### config.mk
export PLATFORM = sky130hd
export DESIGN_NAME = operand_load_arbiter
export DESIGN_NICKNAME = d
export VERILOG_FILES = /design/src/rtl/operand_ctrl_pkg.sv /design/src/rtl/rr_arbiter.sv /design/src/rtl/operand_load_arbiter.sv
export SDC_FILE = /design/constraint.sdc
export NUM_CORES = 1
export LEC_CHECK = 0
export CELL_PAD_IN_SITES_DETAIL_PLACEMENT = 1
export CELL_PAD_IN_SITES_GLOBAL_PLACEMENT = 1
export CORE_AREA = 2 2 128 130
export CTS_BUF_LIST = sky130_fd_sc_hd__clkbuf_16
export DETAILED_ROUTE_END_ITERATION = 10
export DIE_AREA = 0 0 130 132
export MAX_ROUTING_LAYER = met4
export PLACE_DENSITY_LB_ADDON = 0.1
export SLEW_MARGIN = 20
export SYNTH_ARGS = -nofsm -noshare
export SYNTH_HDL_FRONTEND = slang
export SYNTH_SLANG_ARGS = --single-unit
### constraint.sdc
create_clock -name clk -period 6.8 [get_ports clk]
set_input_delay 1.36 -clock clk [delete_from_list [all_inputs] [get_ports clk]]
set_output_delay 1.36 -clock clk [all_outputs]
set_load 0.01 [all_outputs]
### src/rtl/operand_ctrl_pkg.sv
// Shared types for the operand load arbiter.
//   arb_state_t : drain FSM states (RUN, DRAIN, HALTED)
//   target_e    : load target selector (TGT_A = regA, TGT_B = regB)
//   REQ_ID_W    : width of a requester id for n requesters
package operand_ctrl_pkg;

  typedef enum logic [1:0] {
    RUN    = 2'd0,
    DRAIN  = 2'd1,
    HALTED = 2'd2
  } arb_state_t;

  typedef enum logic {
    TGT_A = 1'b0,
    TGT_B = 1'b1
  } target_e;

  function automatic int REQ_ID_W(input int n);
    return (n > 1) ? $clog2(n) : 1;
  endfunction

endpackage

### src/rtl/rr_arbiter.sv
// Round-robin arbiter, purely combinational.
//   req    : request vector (N bits)
//   ptr    : highest-priority index this cycle
//   gnt    : one-hot grant (all zero when nothing requests)
//   gnt_id : binary index of the granted requester
//   any    : at least one request present
module rr_arbiter
  import operand_ctrl_pkg::*;
#(
  parameter int N    = 4,
  parameter int ID_W = REQ_ID_W(N)
) (
  input  logic [N-1:0]    req,
  input  logic [ID_W-1:0] ptr,
  output logic [N-1:0]    gnt,
  output logic [ID_W-1:0] gnt_id,
  output logic            any
);

  logic [N-1:0] masked;
  logic         found;

  // Two-pass search: first the requests at or above ptr, then wrap to the
  // lowest request overall.
  always_comb begin
    masked = '0;
    for (int i = 0; i < N; i++) begin
      masked[i] = req[i] && (i >= int'(ptr));
    end

    found  = 1'b0;
    gnt_id = '0;
    for (int i = 0; i < N; i++) begin
      if (!found && masked[i]) begin
        found  = 1'b1;
        gnt_id = ID_W'(i);
      end
    end
    for (int i = 0; i < N; i++) begin
      if (!found && req[i]) begin
        found  = 1'b1;
        gnt_id = ID_W'(i);
      end
    end

    any = |req;
    gnt = any ? ({{(N-1){1'b0}}, 1'b1} << gnt_id) : '0;
  end

endmodule

### src/rtl/operand_load_arbiter.sv
// Operand load arbiter: shares the load ports of regA and regB among
// NUM_REQ requesters with one round-robin arbiter per target, tracks every
// issued load through the register pipeline and pulses a per-target done
// with the requester id once the register output shows the data. A drain
// FSM blocks new grants and reports when both pipelines are empty.
//   clk, reset_n              : clock, async active-low reset
//   req_valid/sel_b/data      : per-requester request, target, operand
//   req_ready                 : per-requester grant (combinational)
//   drain_req / drained       : drain request level / halted indication
//   load_a/b, data_in_a/b     : registered load ports to regA / regB
//   done_a/b_valid, _id       : completion pulse and requester id
module operand_load_arbiter
  import operand_ctrl_pkg::*;
#(
  parameter int DATA_WIDTH = 32,
  parameter int NUM_REQ    = 4,
  parameter int LATENCY    = 2
) (
  input  logic                          clk,
  input  logic                          reset_n,
  input  logic [NUM_REQ-1:0]            req_valid,
  input  logic [NUM_REQ-1:0]            req_sel_b,
  input  logic [NUM_REQ*DATA_WIDTH-1:0] req_data,
  output logic [NUM_REQ-1:0]            req_ready,
  input  logic                          drain_req,
  output logic                          drained,
  output logic                          load_a,
  output logic [DATA_WIDTH-1:0]         data_in_a,
  output logic                          load_b,
  output logic [DATA_WIDTH-1:0]         data_in_b,
  output logic                          done_a_valid,
  output logic [$clog2(NUM_REQ)-1:0]    done_a_id,
  output logic                          done_b_valid,
  output logic [$clog2(NUM_REQ)-1:0]    done_b_id
);

  localparam int ID_W = REQ_ID_W(NUM_REQ);

  arb_state_t state;

  logic [ID_W-1:0]       ptr_a, ptr_b;
  logic [NUM_REQ-1:0]    cand_a, cand_b;
  logic [NUM_REQ-1:0]    gnt_a, gnt_b;
  logic [ID_W-1:0]       gnt_id_a, gnt_id_b;
  logic                  any_a, any_b;
  logic                  grant_en;
  logic                  hs_a, hs_b;
  logic [DATA_WIDTH-1:0] gnt_data_a, gnt_data_b;
  logic                  in_flight;

  // Per-target valid/id shift pipes. Stage 0 coincides with the load port,
  // stage LATENCY is the cycle the register output shows the data.
  logic [LATENCY:0]      vld_a, vld_b;
  logic [ID_W-1:0]       id_a [LATENCY:0];
  logic [ID_W-1:0]       id_b [LATENCY:0];

  function automatic logic [ID_W-1:0] next_ptr(input logic [ID_W-1:0] id);
    if (int'(id) == NUM_REQ - 1) return '0;
    else                         return id + 1'b1;
  endfunction

  assign cand_a = req_valid & ~req_sel_b;
  assign cand_b = req_valid &  req_sel_b;

  rr_arbiter #(.N(NUM_REQ), .ID_W(ID_W)) u_arb_a (
    .req    (cand_a),
    .ptr    (ptr_a),
    .gnt    (gnt_a),
    .gnt_id (gnt_id_a),
    .any    (any_a)
  );

  rr_arbiter #(.N(NUM_REQ), .ID_W(ID_W)) u_arb_b (
    .req    (cand_b),
    .ptr    (ptr_b),
    .gnt    (gnt_b),
    .gnt_id (gnt_id_b),
    .any    (any_b)
  );

  // drain_req kills grants in the same cycle it rises; reset_n gating keeps
  // req_ready low while reset is held.
  assign grant_en  = reset_n && (state == RUN) && !drain_req;
  assign req_ready = (gnt_a | gnt_b) & {NUM_REQ{grant_en}};
  assign hs_a      = grant_en && any_a;
  assign hs_b      = grant_en && any_b;

  assign gnt_data_a = req_data[int'(gnt_id_a)*DATA_WIDTH +: DATA_WIDTH];
  assign gnt_data_b = req_data[int'(gnt_id_b)*DATA_WIDTH +: DATA_WIDTH];

  // Anything in stages below the done stage will still produce a done after
  // this edge; the done stage itself is allowed so drained follows the last
  // done by exactly one cycle.
  assign in_flight = (|vld_a[LATENCY-1:0]) || (|vld_b[LATENCY-1:0]);

  // ---- issue stage: pointers and load data registers ----
  always_ff @(posedge clk or negedge reset_n) begin
    if (!reset_n) begin
      ptr_a     <= '0;
      ptr_b     <= '0;
      data_in_a <= '0;
      data_in_b <= '0;
    end else begin
      if (hs_a) begin
        ptr_a     <= next_ptr(gnt_id_a);
        data_in_a <= gnt_data_a;
      end
      if (hs_b) begin
        ptr_b     <= next_ptr(gnt_id_b);
        data_in_b <= gnt_data_b;
      end
    end
  end

  // ---- completion pipes ----
  always_ff @(posedge clk or negedge reset_n) begin
    if (!reset_n) begin
      vld_a <= '0;
      vld_b <= '0;
      for (int k = 0; k <= LATENCY; k++) begin
        id_a[k] <= '0;
        id_b[k] <= '0;
      end
    end else begin
      vld_a   <= {vld_a[LATENCY-1:0], hs_a};
      vld_b   <= {vld_b[LATENCY-1:0], hs_b};
      id_a[0] <= gnt_id_a;
      id_b[0] <= gnt_id_b;
      for (int k = 1; k <= LATENCY; k++) begin
        id_a[k] <= id_a[k-1];
        id_b[k] <= id_b[k-1];
      end
    end
  end

  assign load_a       = vld_a[0];
  assign load_b       = vld_b[0];
  assign done_a_valid = vld_a[LATENCY];
  assign done_b_valid = vld_b[LATENCY];
  assign done_a_id    = id_a[LATENCY];
  assign done_b_id    = id_b[LATENCY];

  // ---- drain FSM ----
  always_ff @(posedge clk or negedge reset_n) begin
    if (!reset_n) begin
      state <= RUN;
    end else begin
      case (state)
        RUN:     if (drain_req) state <= DRAIN;
        DRAIN: begin
          if (!drain_req)      state <= RUN;
          else if (!in_flight) state <= HALTED;
        end
        HALTED:  if (!drain_req) state <= RUN;
        default: state <= RUN;
      endcase
    end
  end

  assign drained = (state == HALTED);

endmodule

==> flow_summary_export.csv <==
group,metric,value,unit
critical_path,crit_family,"simple AND/OR/NAND/NOR gates",
power_and_ir_drop,switchingPower,1030,µW
clocking,clk-insertion-delay-late,350,ps
sta,fin_crit,5320,ps
routing,drtAntennaViolNets,0,
clocking,post-cts-setup-buffers,0,
power_and_ir_drop,p_leak,0.00338,µW
sta,fin_crit_sh,78.3,%
routing,drc,0,
critical_path,worst_path_max_delay_cell,"nor2_4",
global_routing,grt_overflow,0,
floorplanning,die_w,130,µm
final_layout,most-common-layout-cells,"214 x clkdlybuf4s50_1, 96 x mux2i_1, 88 x dfrtp_1, 68 x nor2_1, 66 x a211oi_1",
yosys,synthArstFlopShare,100,%
clocking,clockRootBuffer,"clkbuf_16",
power_and_ir_drop,intPower,1750,µW
final_layout,post-route-util,52.6,%
sta,rsz0062_at_grt,"no",
run,max_cap_viol_count,0,
global_routing,grt_max_degree,65,
yosys,syn_area_per_cell,10.9,µm²
routing,dr_total_vias,5093,
yosys,synth_warnings,0,
floorplanning,rows,46,
placement,numPortBuffers,215,
critical_path,endpoint_kind,"primary output",
yosys,yosysSeqAreaShare,38.2,%
power_and_ir_drop,power.total,2780,µW
critical_path,r2r_start,"ptr_a[0]$_DFFE_PN0P_",
power_and_ir_drop,p_clk_share,18.2,%
global_routing,antenna_found_initial,0,
floorplanning,core,15700,µm²
sta,setup_viol,0,
sta,max_freq,188,MHz
critical_path,worstPathCellList,"clkdlybuf4s50_1 -> and2b_2 -> nor2_4 -> a31oi_4 -> a22o_1 -> clkdlybuf4s50_1",
yosys,syn-num-nets,674,
hold_path,min_path_type,"flop to flop",
sta,whs,352,ps
critical_path,rrSetupSlack,3990,ps
routing,first_pass_iters,4,
global_routing,grt_pass1_wl,31300,µm
routing,wl_per_cell,21.3,µm
final_layout,final_nets,863,
power_and_ir_drop,p_comb_share,49.2,%
routing,drt_iter0_drc,198,
routing,finalWirelength,19900,µm
hold_path,min-delay-start,"id_b[2]$_DFF_PN0_",
critical_path,arrival,3960,ps
clocking,cts.sinks,88,
final_layout,nFillCells,1697,
critical_path,crit_top_cell,"clkdlybuf4s50_1",
global_routing,grt_pass1_vias,5772,
placement,dp_slack,1450,ps
yosys,netlist_area,5770,µm²
floorplanning,initial_core_util,36.7,%
clocking,cts_resized,0,
outcome,status,"completed",
final_layout,final_common_cell,"clkdlybuf4s50_1",
sta,finalSetupTns,0,ps
critical_path,cp-startpoint,"req_sel_b[1]",
placement,routabilityCongestion,0.801,
final_layout,drive_above_1_share,14.0,%
yosys,synth.distinct_cells,49,
floorplanning,die_y,132,µm
sta,max_slew_margin,31.5,%
floorplanning,pin_count,216,
yosys,synth_seq_cells,88,
critical_path,cp.required,5440,ps
clocking,cts_buffers,9,
sta,clock-skew-final,8.95,ps
final_layout,antenna_cells,0,
power_and_ir_drop,p_per_area,336,nW/µm²
yosys,synth-edff-count,0,
critical_path,path_class,"input port to primary output",
clocking,path_clk_slew,70,ps
placement,hpwl,14100,µm
clocking,cts_tree,"built",
clocking,cts.path.max_buffers,2,
clocking,htreeDepth,3,
yosys,synth_ff_type,"dfrtp_1",
sta,fin_ws,1480,ps
yosys,synth_cells,527,
floorplanning,dieArea,17200,µm²
sta,drv_slew,0,
critical_path,path_buf_inv,2,
critical_path,max_stage_delay,710,ps
clocking,ctsHoldBuffers,0,
global_routing,track_usage,24.2,%
routing,avgViaCountPerCell,5.44,
sta,hold_viol,0,
critical_path,cp_max_fo,34,
power_and_ir_drop,peakVddDrop,0.000168,V
critical_path,cp-start-kind,"input port",
sta,tightestPinTransition,1030,ps
final_layout,area_growth,43.4,%
power_and_ir_drop,pwr-share-seq,32.6,%
power_and_ir_drop,swShare,37.2,%
state kept, by name (all words and copies together) (netlist names), 3 cells and up:
register,count
data_in_a,32
data_in_b,32
id_a,4
id_b,4
vld_a,3
vld_b,3
layer usage:
| metal | vias up | GRT usage, % | wire length (µm) |
|---|---|---|---|
| met1 | 2535 | 28.5 | 8280 |
| met2 | 181 | 41.3 | 10100 |
| li1 | 2344 | - | - |
| met3 | 33 | 4.38 | 1130 |
| met5 | - | - | 0 |
| met4 | 0 | 8.12 | 438 |
power by group through the flow:
| stage | logic, µW | clock network (µW) | registers, µW |
|---|---|---|---|
| floorplan | 645 | 0 | 965 |
| global placement | 1340 | 0 | 908 |
| detailed placement | 1380 | 0 | 910 |
| CTS | 1380 | 515 | 908 |
| global route | 1470 | 536 | 935 |
| finish | 1370 | 506 | 906 |
cells in the mapped netlist, types with 2 or more instances:
cell type / instances / share of area, %
nand2_1: 7 / 0.46
mux2i_1: 96 / 17
buf_4: 10 / 1.3
ha_1: 8 / 1.7
a221oi_1: 5 / 0.76
buf_6: 6 / 1.2
a22o_1: 4 / 0.61
nor2_1: 69 / 4.5
clkbuf_1: 14 / 0.91
o221ai_4: 2 / 0.91
a211oi_1: 66 / 8.6
a221oi_2: 27 / 7.0
o211ai_1: 2 / 0.26
a211oi_2: 30 / 6.5
dfrtp_1: 88 / 38
and2_1: 2 / 0.22
and3b_1: 2 / 0.30
buf_2: 14 / 1.2
nand3_1: 2 / 0.17
buf_12: 3 / 1.0
nor2b_1: 2 / 0.22
a21oi_1: 4 / 0.35
o21a_1: 2 / 0.26
inv_1: 37 / 2.4
metrics by stage:
stage / instances / cell area, µm²
after floorplan: 527 / 5770
after global placement: 920 / 7950
after detailed placement: 920 / 7950
after CTS: 936 / 8250
after global routing: 937 / 8270
final: 937 / 8270
cells by family after synthesis:
family,after synthesis,share of synthesized area [%]
mux,97,16.9
buf+inv,86,8.37
fa+ha+maj,8,1.74
simple gates,98,7.98
flops,88,38.2
compound gates,150,26.9
area by class of cell:
class                           count  area (µm²)  share of cell area, %
Clock buffer                        9         225                   2.72
Clock inverter                      7        71.3                  0.862
Inverter                           38         144                   1.74
Multi-Input combinational cell    353        3110                   37.6
Sequential cell                    88        2200                   26.6
Tap cell                          216         270                   3.27
Timing Repair Buffer              226        2240                   27.1
final timing paths:
path	endpoint	cells after the start
max in group asynchronous	data_in_a[19]$_DFFE_PN0P_	2
hold / removal	done_b_id[0]$_DFF_PN0_	0
hold reg to reg	done_b_id[0]$_DFF_PN0_	0
setup / recovery	req_ready[3]	6
setup reg to reg	data_in_a[11]$_DFFE_PN0P_	7
min in group asynchronous	vld_b[1]$_DFF_PN0_	1
Power figures use the tool's default switching activity.
